File: config.mk
export PLATFORM = sky130hd
export DESIGN_NAME = cond_logic_flat
export DESIGN_NICKNAME = d
export VERILOG_FILES = /design/src/rtl/cond_if.sv /design/src/rtl/cond_logic.sv /design/src/flat_wrapper.sv
export SDC_FILE = /design/constraint.sdc
export NUM_CORES = 1
export LEC_CHECK = 0
export BUFFER_PORTS_ARGS = -buffer_cell sky130_fd_sc_hd__buf_4
export CORE_AREA = 4 4 41 43
export CTS_CLUSTER_SIZE = 20
export DETAILED_ROUTE_END_ITERATION = 10
export DIE_AREA = 0 0 45 47
export PLACE_DENSITY_LB_ADDON = 0.2
export SYNTH_ARGS = -nofsm -noshare
export SYNTH_HDL_FRONTEND = slang
export SYNTH_SLANG_ARGS = --single-unit
File: constraint.sdc
create_clock -name CLK -period 1.87 [get_ports CLK]
set_input_delay 0.0935 -clock CLK [delete_from_list [all_inputs] [get_ports CLK]]
set_output_delay 0.0935 -clock CLK [all_outputs]
set_load 0.005 [all_outputs]
File: src/rtl/cond_if.sv
// cond_if: decoder/ALU-to-condition-logic bundle carrying control inputs and gated outputs.
interface cond_if;
    logic       Valid;
    logic [3:0] Cond;
    logic [3:0] ALUFlags;
    logic       PCS;
    logic       RegW;
    logic       MemW;
    logic       NoWrite;
    logic [1:0] FlagW;
    logic       PCSrc;
    logic       RegWrite;
    logic       MemWrite;
    logic       CondEx;
    logic [3:0] Flags;
    modport master (
        output Valid, Cond, ALUFlags, PCS, RegW, MemW, NoWrite, FlagW,
        input  PCSrc, RegWrite, MemWrite, CondEx, Flags
    );
    modport slave (
        input  Valid, Cond, ALUFlags, PCS, RegW, MemW, NoWrite, FlagW,
        output PCSrc, RegWrite, MemWrite, CondEx, Flags
    );
endinterface

File: src/rtl/cond_logic.sv
// cond_logic: ARM-style condition check gating PC/register/memory writes and owning the NZCV register.
module cond_logic (
    input  logic   CLK,
    input  logic   Reset,
    cond_if.slave  bus
);
    logic [3:0]  flags_q;
    logic [3:0]  flags_d;
    logic        n, z, c, v, cond_ex;
    logic [15:0] pass;
    assign {n, z, c, v} = flags_q;
    // Indexed by Cond; evaluated only on registered flags so ALUFlags never reaches the gates.
    assign pass = {1'b0, 1'b1, z | (n ^ v), ~z & ~(n ^ v), n ^ v, ~(n ^ v), ~c | z, c & ~z,
                   ~v, v, ~n, n, ~c, c, ~z, z};
    assign cond_ex      = bus.Valid & pass[bus.Cond];
    assign bus.CondEx   = cond_ex;
    assign bus.PCSrc    = bus.PCS & cond_ex;
    assign bus.RegWrite = bus.RegW & ~bus.NoWrite & cond_ex;
    assign bus.MemWrite = bus.MemW & cond_ex;
    assign bus.Flags    = flags_q;
    always_comb begin
        flags_d[3:2] = (cond_ex & bus.FlagW[1]) ? bus.ALUFlags[3:2] : flags_q[3:2];
        flags_d[1:0] = (cond_ex & bus.FlagW[0]) ? bus.ALUFlags[1:0] : flags_q[1:0];
    end
    always_ff @(posedge CLK)
        flags_q <= Reset ? 4'b0000 : flags_d;
endmodule

File: src/flat_wrapper.sv
// flat-port wrapper written by rule: the top's interface ports become plain ports
module cond_logic_flat 
  (CLK, Reset, bus_Valid, bus_Cond, bus_ALUFlags, bus_PCS, bus_RegW, bus_MemW, bus_NoWrite, bus_FlagW, bus_PCSrc, bus_RegWrite, bus_MemWrite, bus_CondEx, bus_Flags);
  cond_if bus_i ();
  input  logic CLK;
  input  logic Reset;
  input wire logic [$bits(bus_i.Valid)-1:0] bus_Valid;
  input wire logic [$bits(bus_i.Cond)-1:0] bus_Cond;
  input wire logic [$bits(bus_i.ALUFlags)-1:0] bus_ALUFlags;
  input wire logic [$bits(bus_i.PCS)-1:0] bus_PCS;
  input wire logic [$bits(bus_i.RegW)-1:0] bus_RegW;
  input wire logic [$bits(bus_i.MemW)-1:0] bus_MemW;
  input wire logic [$bits(bus_i.NoWrite)-1:0] bus_NoWrite;
  input wire logic [$bits(bus_i.FlagW)-1:0] bus_FlagW;
  output wire logic [$bits(bus_i.PCSrc)-1:0] bus_PCSrc;
  output wire logic [$bits(bus_i.RegWrite)-1:0] bus_RegWrite;
  output wire logic [$bits(bus_i.MemWrite)-1:0] bus_MemWrite;
  output wire logic [$bits(bus_i.CondEx)-1:0] bus_CondEx;
  output wire logic [$bits(bus_i.Flags)-1:0] bus_Flags;
  assign bus_i.Valid = bus_Valid;
  assign bus_i.Cond = bus_Cond;
  assign bus_i.ALUFlags = bus_ALUFlags;
  assign bus_i.PCS = bus_PCS;
  assign bus_i.RegW = bus_RegW;
  assign bus_i.MemW = bus_MemW;
  assign bus_i.NoWrite = bus_NoWrite;
  assign bus_i.FlagW = bus_FlagW;
  assign bus_PCSrc = bus_i.PCSrc;
  assign bus_RegWrite = bus_i.RegWrite;
  assign bus_MemWrite = bus_i.MemWrite;
  assign bus_CondEx = bus_i.CondEx;
  assign bus_Flags = bus_i.Flags;
  cond_logic u_core (.CLK(CLK), .Reset(Reset), .bus(bus_i));
endmodule
==> reports/metrics.cfg <==
[outcome]
status = finished clean

[pwr]
netSwitchingPower_uw = 75.3
pwr-share-comb_pct = 35.7
p_int_uw = 231
pwr-share-clk_pct = 33.9
vdd_drop_max_mv = 0.357
switching_share_pct = 24.6
p_leak_uw = 0.000309
pwr_density_cell_nw_per_um2 = 483
p_seq_share_pct = 30.4
power.total_uw = 307

[timing]
relSlewSlack_pct = 78.0
fin_crit_sh_pct = 95.4
hold_violations = 0
rsz0062_at_grt = yes
fin_skew_ns = 0.00122
finalCriticalPeriod_ns = 1.78
worst_pin_slew_ns = 0.327
slew_violations = 0
clock.fmax_mhz = 561
setup_viol = 0

[cells_and_area]
final_cells = 84
drive_above_1_share_pct = 65.2
diodes = 0
layout_commonest_cell = buf_4
nFillCells = 139
layout_common_cells = buf_4, mux2i_1, or2b_2
fin_nets = 88
largest_reg_flops = 4
syn_to_final_growth_pct = 80.8

[drt]
wl_per_cell_um = 11.4
drtIter0Drc = 1
via_per_inst = 4.54
vias = 381
ant_nets = 0
first_pass_iters = 2
wirelength_um = 961
drc = 0

[global_route]
grt_pass1_vias = 336
globalRouteMet2Util_pct = 16.9
grt-busiest-layer = met2
met1_usage_pct = 8.66
antenna_found_initial = 0
gr-total-overflow = 0
grt_pass1_wl_mm = 1.36
met3_usage_pct = 2.68
grtUsageTotal_pct = 8.77
grt_start_max_net_pins = 9

[logic_synthesis]
syn_area_sq_um = 352
ys_warn_count = 0
ys.flop_type = dfxtp_1
synth_cell_types = 17
synth_fa_ha_area_share_pct = 0
synth-edff-count = 0
synth_fp_nets = 55
syn_inst = 38
synth_area_per_cell_sq_um = 9.25
ys_ff_latch = 4
synth_xor_area_share_pct = 7.47
synth_compound_area_share_pct = 6.41
synth_mux_area_share_pct = 22.8
async_flop_share_pct = 0
synth-simple-area-share_pct = 40.6
synth_top_family_by_area = simple AND/OR/NAND/NOR gates
ys_seq_area_share_pct = 22.8

[clocking]
clk_pin_slew_ns = 0.04
clockBufferDepth = 2
insertion_delay_ns = 0.23
cts-htree-levels = 1
cts_tree = built
root_buffer = clkbuf_4
clock-sinks = 4
cts_buffers = 3

[floorplanning]
initial_core_util_pct = 27.0
die_w_um = 45
rows = 13
die_h_um = 47
die_area_sq_um = 2120
core_sq_um = 1300
io_pins = 25

[worst_hold_path]
hp-class = in -> reg
hold_path_startpoint = bus_ALUFlags[0]
hold_path_end = u_core.bus.Flags[0]
hold-path-cell-count = 3

[worst_setup_path]
cp_max_fo = 4
arrival_ns = 1.69
path_class = reg -> out
cpMaxStageDelayCell = a311oi_4
path_cells = xor2_1 > nand2_1 > a311oi_4 > xnor2_2 > and4b_1 > buf_4
r2r_start = u_core.bus.Flags[3]
slowest_delay_ns = 0.39
cp-end-kind = output port
r2r-end = u_core.bus.Flags[2]
startpoint_type = flop
required_ns = 1.78
ff2ff_setup_slack_ns = 0.15
rr_worst_depth = 6

[flow_run]
drv_cap = 0

[placed_design]
portBuffers = 24
gp_congestion = 0.674
place_inst = 77

## synthesized netlist by cell type (all sizes together) (2+ instances only)
cell type | instances | area share [%]
and3 | 2 | 3.6
dfxtp | 4 | 23
mux2i | 8 | 23
nand2 | 3 | 3.2
nand3 | 2 | 2.8
or2b | 7 | 17
xor2 | 2 | 5.0
## per-layer routing
metal / wire length, um / vias to the layer above
met5: 0 / -
met1: 354 / 168
met3: 101 / 0
li1: - / 198
met4: 0 / 0
met2: 505 / 15
## through the flow
| step | instance area [sq um] | TNS, ns | setup slack [ns] | utilization [%] | hold slack, ns |
|---|---|---|---|---|---|
| 2_1_floorplan | 352 | 0 | 0.314 | - | 0.248 |
| 3_3_place_gp | 551 | 0 | 0.175 | 42.3 | 0.373 |
| 3_5_place_dp | 551 | 0 | 0.169 | 42.3 | 0.374 |
| 4_1_cts | 589 | 0 | 0.0409 | 45.3 | 0.132 |
| 5_1_grt | 636 | -0.0249 | -0.0249 | 48.8 | 0.127 |
| 6_report | 636 | 0 | 0.0863 | 48.8 | 0.125 |
## power groups by stage
stage	Combinational [uW]	Clock [uW]	Sequential (uW)
detailed placement	91.5	0	95.5
CTS	96.0	107	94.2
global route	119	110	94.0
global placement	91.2	0	95.4
floorplan	39.9	0	94.8
finish	109	104	93.3
## how the worst max path moves through the flow
stage          cells past startpoint                 from             endpoint  slack [ns]
5_1_grt                            6  u_core.bus.Flags[3]         bus_RegWrite       -0.02
2_1_floorplan                      5  u_core.bus.Flags[0]  u_core.bus.Flags[0]        0.31
3_3_place_gp                       5  u_core.bus.Flags[0]  u_core.bus.Flags[2]        0.17
3_5_place_dp                       5  u_core.bus.Flags[0]  u_core.bus.Flags[2]        0.17
4_1_cts                            6  u_core.bus.Flags[0]         bus_RegWrite        0.04
6_report                           6  u_core.bus.Flags[3]         bus_RegWrite        0.09
## timing repair
item	CTS	global route
setup endpoints to repair	3	4
setup buffers	0	4
resized for setup	2	5
hold buffers	0	0
pin swaps	1	4
## worst max-delay path, delay by kind of cell (launching register included)
kind	cells	cell delay (ns)
AOI/OAI and AO/OA	1	0.39
xor gates and xnor gates	2	0.32
buffers and inverters	1	0.11
DFF	1	0.35
and+or+nand+nor	2	0.31
## area by class of cell
cell class | count | area, sq um | area share, %
Sequential cell | 4 | 85.1 | 13.4
Timing Repair Buffer | 28 | 210 | 33.1
Clock buffer | 3 | 22.5 | 3.54
Multi-Input combinational cell | 34 | 299 | 47.0
Tap cell | 15 | 18.8 | 2.95
## cells by family after synthesis
family / count (synthesis)
and+or+nand+nor: 21
muxes: 8
DFF: 4
xor gates and xnor gates: 3
AOI/OAI and AO/OA: 2
(Power assumes the default switching activity.)
